==> config.mk <==
export PLATFORM = sky130hd
export DESIGN_NAME = fifo_tx_feeder
export DESIGN_NICKNAME = d
export VERILOG_FILES = /design/src/rtl/fifo_tx_feeder.sv
export SDC_FILE = /design/constraint.sdc
export NUM_CORES = 1
export LEC_CHECK = 0
export ABC_CLOCK_PERIOD_IN_PS = 2000
export CORE_MARGIN = 1.5
export CORE_UTILIZATION = 47
export DETAILED_ROUTE_END_ITERATION = 8
export GPL_ROUTABILITY_DRIVEN = 0
export PLACE_DENSITY = 0.86
export SYNTH_ARGS = -nofsm -noshare
export SYNTH_HDL_FRONTEND = slang
export SYNTH_SLANG_ARGS = --single-unit
==> constraint.sdc <==
create_clock -name R_CLK -period 2 [get_ports R_CLK]
set_input_delay 0.3 -clock R_CLK [delete_from_list [all_inputs] [get_ports R_CLK]]
set_output_delay 0.3 -clock R_CLK [all_outputs]
set_load 0.005 [all_outputs]
==> src/rtl/fifo_tx_feeder.sv <==
// Pulls one word at a time from a FIFO read port and hands it to a UART TX,
// re-launching if the transmitter never starts and counting completed bytes.
//
// state      | meaning
// -----------|----------------------------------------------------------
// IDLE       | no byte in flight; fetch when enabled, data present, TX idle
// LAUNCH     | TX_DATA_VALID high for this one cycle
// WAIT_START | waiting for TX_BUSY to rise; re-launch after START_TIMEOUT
// WAIT_DONE  | TX busy with our byte; count it when TX_BUSY falls
module fifo_tx_feeder #(
   parameter int DATA_WIDTH    = 8,
   parameter int START_TIMEOUT = 15
) (
   input  logic                  R_CLK,
   input  logic                  R_RST_n,
   input  logic                  R_EMPTY,
   input  logic [DATA_WIDTH-1:0] R_DATA,
   output logic                  R_EN,
   input  logic                  TX_EN,
   input  logic                  TX_BUSY,
   output logic [DATA_WIDTH-1:0] TX_P_DATA,
   output logic                  TX_DATA_VALID,
   output logic [15:0]           SENT_CNT
);

   localparam int TW = (START_TIMEOUT < 1) ? 1 : $clog2(START_TIMEOUT + 1);
   localparam logic [TW-1:0] TO_LAST = TW'(START_TIMEOUT);

   typedef enum logic [1:0] {
      IDLE,
      LAUNCH,
      WAIT_START,
      WAIT_DONE
   } state_t;

   state_t        state;
   logic [TW-1:0] to_cnt;

   // Reset term keeps the read enable quiet while the FIFO may still be stepping.
   assign R_EN = R_RST_n & (state == IDLE) & TX_EN & ~R_EMPTY & ~TX_BUSY;

   always_ff @(posedge R_CLK or negedge R_RST_n) begin
      if (!R_RST_n) begin
         state         <= IDLE;
         to_cnt        <= '0;
         TX_P_DATA     <= '0;
         TX_DATA_VALID <= 1'b0;
         SENT_CNT      <= 16'd0;
      end else begin
         TX_DATA_VALID <= 1'b0;
         case (state)
            IDLE: begin
               if (R_EN) begin
                  TX_P_DATA     <= R_DATA;
                  TX_DATA_VALID <= 1'b1;
                  state         <= LAUNCH;
               end
            end
            LAUNCH: begin
               to_cnt <= '0;
               state  <= WAIT_START;
            end
            WAIT_START: begin
               if (TX_BUSY) begin
                  state <= WAIT_DONE;
               end else if (to_cnt == TO_LAST) begin
                  // Re-pulse the held byte; nothing new is read from the FIFO.
                  TX_DATA_VALID <= 1'b1;
                  state         <= LAUNCH;
               end else begin
                  to_cnt <= to_cnt + 1'b1;
               end
            end
            WAIT_DONE: begin
               if (!TX_BUSY) begin
                  SENT_CNT <= SENT_CNT + 16'd1;
                  state    <= IDLE;
               end
            end
            default: state <= IDLE;
         endcase
      end
   end

endmodule

=== After elaboration in Yosys (flattened, before gate mapping) ===
Cells that the tools add are included.
W data, S select, Z words.

* Add/sub/neg operators: 2
* Eq/ne operators: 9
* Muxes and demuxes: 12
* Bitwise operators: 6
* Reduce and logical (&&, ||, !) cells: 6

{| class="wikitable"
|+ Operators by type and width
! cell !! number
|-
| $add A16 B1 Y16 const B || 1
|-
| $mux W2 || 4
|-
| $mux W4 || 2
|-
| $ne A2 B2 Y1 const B || 4
|-
| $pmux W2 S4 || 1
|-
| $pmux W4 S2 || 1
|-
| $reduce_and A3 Y1 || 2
|-
| $add A4 B1 Y4 const B || 1
|-
| $and A1 B1 Y1 || 4
|-
| $eq A2 B2 Y1 const B || 2
|-
| $eq A4 B4 Y1 const B || 1
|-
| $reduce_and A2 Y1 || 2
|-
| $mux W1 || 3
|-
| $ne A3 B3 Y1 const B || 1
|-
| $eq A2 B1 Y1 const B || 1
|-
| $logic_not A2 Y1 || 1
|-
| $not A1 Y1 || 2
|-
| $pmux W1 S2 || 1
|-
| $reduce_bool A2 Y1 || 1
|}

* Flip-flop bits (word level): 31
* Output and inout bits: 26
* Word-level logic and storage cells: 40

=== Longest topological paths before layout ===
* Word-level depth: 7
* Depth in mapped cells: 5
* Mapped depth without buffers: 5

=== Worst setup path after synthesis ===
OpenSTA, ideal clock, no wires.

* Path type: reg-to-reg
* From: register to_cnt[0]
* To: register to_cnt[3]
* Arrival: 1.430 ns
* Data required time: 1.931 ns
* Slack: 0.501 ns
* Stages on the path, launching flop included: 6
* Path buffers: 0
* Clock period less this slack: 1.499 ns
* Cell sequence: dfrtp_1 ha_1 a31oi_1 nand4_1 or4_1 nand3_1

* Word-level cells in the longest chain between the ends: 4

{| class="wikitable"
|+ Ends and longest elaborated chain
! element !! RTL line !! text
|-
| start: declaration || 37 || <nowiki>logic [TW-1:0] to_cnt;</nowiki>
|-
| start signal: assignment || 71 || <nowiki>to_cnt <= to_cnt + 1'b1;</nowiki>
|-
| $add A4 B1 Y4 || 71 ||
|-
| $mux W4 || 66 || <nowiki>end else if (to_cnt == TO_LAST) begin</nowiki>
|-
| $mux W4 || 64 || <nowiki>if (TX_BUSY) begin</nowiki>
|-
| $pmux W4 S2 || 51 || <nowiki>case (state)</nowiki>
|}

Parallel ways exist; a longest one is shown, timed or not. The select of a mux whose other input is x is not followed.
A chain may end at the register's enable or synchronous reset.

=== Worst setup path after layout ===
* From: input TX_BUSY
* To: output R_EN

* Word-level cells in the longest chain between the ends: 2

{| class="wikitable"
|+ Ends and longest elaborated chain
! element !! RTL line !! text
|-
| start: declaration || 20 || <nowiki>input logic TX_BUSY,</nowiki>
|-
| $not A1 Y1 (no line) || -- ||
|-
| $and A1 B1 Y1 || 40 || <nowiki>assign R_EN = R_RST_n & (state == IDLE) & TX_EN & ~R_EMPTY & ~TX_BUSY;</nowiki>
|-
| end: declaration || 18 || <nowiki>output logic R_EN,</nowiki>
|}

Every way passes these cells.

==> out/metrics.cfg <==
[cts]
post_cts_resized = 0
cts.path.max_buffers = 2
cts-root-buf = clkbuf_4
clk_latency_ps = 340
post_cts_buffers = 0
htree_levels = 2
hold_buffers = 0
cts_tree = yes
cts_buffers = 5
clkTransAtPathRegs_ps = 100
clock-sinks = 31

[synthesis]
synthesis.nets = 138
seq_area_frac_synth_pct = 54.58
syn_inst = 123
ys.flop_type = dfrtp_1
synth_seq_cells = 31
yosysTopAreaCell = dfrtp_1
ys_warn_count = 0
ys_top_cells_by_area = dfrtp_1 55%, xnor2_1 8.0%, mux2_2 7.1%
synth-async-reset-ratio_pct = 100.0
synth_cell_types = 30
synth-edff-count = 0
synth_area_sq_um = 1421
avgSynthCellArea_sq_um = 11.56
synth_top_area_share_pct = 54.58

[critical_path]
critPathLaunch = TX_BUSY
setup.worst_path.end_class = output port
start_kind = input port
reg2reg_to = to_cnt[3]$_DFFE_PN0P_
worstPathMaxFanout = 3
worstPathRequired_ps = 1700
crit_type = in2out
r2r_start = to_cnt[0]$_DFFE_PN0P_
reg2regPathDepth = 5
arrival_ps = 1620
r2r_setup_slack_ps = 340

[cells_and_area]
drive_gt1_share_pct = 15.29
fin_util_pct = 69.31
fin_area_sq_um = 1944
areaGrowthSynthToFinish_pct = 36.80
final_nets = 184
diodes = 0

[sta]
setup_viol = 0
max_freq_mhz = 521.0
slew_viol_final = 0
finalHoldViolations = 0
fin_hold_ws_ps = 448.5
worst_pin_slew_ps = 385.2
finClkSkew_ps = 8.450
period_share_pct = 95.97
period_needed_ps = 1919
slew_headroom_pct = 74.32

[routing]
final_antenna_net_count = 0
wl_mm = 3.002
via_per_inst = 5.468
drcViolationCount = 0
routedWlPerCell_um = 14.94
route.vias.total = 1099
drtPass1Iterations = 6
drt_iter0_drc = 28

[placement]
dpl_cell_area_sq_um = 1856
place_hpwl_mm = 2.124
portBuffers = 38

[outcome]
status = complete, no violations

[grt]
grt_max_degree = 32
grt_pass1_vias = 1113
grt_pass1_wl_mm = 4.988
antenna_found_initial = 0
gr-total-overflow = 0
gr-usage-all-layers_pct = 20.03

[floorplan]
fp.dieH_um = 57.99
io_pins = 39
core_sq_um = 2805
rows = 19
die_w_um = 57.99
initial_utilization_pct = 50.67
die-area_sq_um = 3363

[run]
drv_cap = 0

[min_path]
min_path_type = in2async

[power]
ir_worst_vdd_v = 0.0007953
p_leak_uw = 0.0008760
pwr_density_cell_nw_per_um2 = 1119

==> worst max-delay path, stage by stage <==
cell             delay, ps
clkdlybuf4s50_1        450
nor2_2                 170
nand4_1                130
inv_1                   70
clkdlybuf4s50_1        500
==> final cells by class <==
class                      instances  area, sq um
clock inverter                     2        35.03
timing repair buffer              43        417.9
multi-input combinational         82        603.1
fill                             219        860.8
sequential                        31        775.7
clock buffer                       6        51.30
tap                               31        38.79
inverter                           6        22.52
==> cell families after synthesis <==
family	count (synthesis)	share of synthesized area (%)
multiplexers	9	7.130
buffers and inverters	10	3.169
AO/OA/AOI/OAI	13	5.721
AND/OR/NAND/NOR	43	18.40
flip-flops	31	54.58
adder cells (fa/ha/maj)	2	1.760
XOR/XNOR	15	9.243
==> report_power, final <==
group / switching, uW / total [uW] / internal, uW
sequential: 165 / 953 / 788
combinational: 288 / 702 / 414
clock: 224 / 520 / 295
==> cells in the mapped netlist, types with 4 or more instances <==
master	instances
xnor2_1	13
a21oi_1	4
nand3_1	9
nand2_1	6
mux2_2	9
inv_1	6
nor2_1	10
nand4_1	6
dfrtp_1	31
==> stage by stage <==
step / worst slack, ps / setup TNS [ps] / cells / power [uW]
3_5_place_dp: 99.05 / 0 / 193 / 1666
4_1_cts: 63.83 / 0 / 201 / 2185
6_report: 80.58 / 0 / 201 / 2175
2_1_floorplan: 501.0 / 0 / 123 / 1292
5_1_grt: -1.700 / -1.700 / 201 / 2316
3_3_place_gp: 114.8 / 0 / 193 / 1620
==> sequential cells by signal, summed over array words and instances, names as in the netlist <==
| signal | cells |
|---|---|
| SENT_CNT | 16 |
| TX_DATA_VALID | 1 |
| TX_P_DATA | 8 |
| state | 2 |
| to_cnt | 4 |
==> worst max-delay path by stage <==
stage | endpoint | slack [ps]
after floorplan | to_cnt[3]$_DFFE_PN0P_ | 500
after global placement | R_EN | 110
after detailed placement | R_EN | 100
after CTS | R_EN | 60
after global routing | R_EN | -2
final | R_EN | 80
==> cells in the final DEF, fill, tap and decap left out, types with 2 or more instances in the layout <==
master / n
a211oi_1: 2
a21oi_1: 4
a31oi_1: 2
and2_1: 2
and3_1: 2
buf_4: 5
clkbuf_4: 5
clkdlybuf4s50_1: 38
dfrtp_1: 31
ha_1: 2
inv_1: 6
mux2_2: 9
nand2_1: 6
nand3_1: 9
nand4_1: 6
nor2_1: 9
o22ai_1: 2
xnor2_1: 13
xor2_1: 2
==> metal layers <==
| metal | global-route usage [%] | part of all wire, % |
|---|---|---|
| met5 | 0 | 0 |
| met4 | 5.980 | 0.90 |
| met3 | 8.929 | 7.5 |
| met2 | 32.14 | 50 |
| met1 | 24.45 | 42 |
Power figures use the tool's default switching activity.
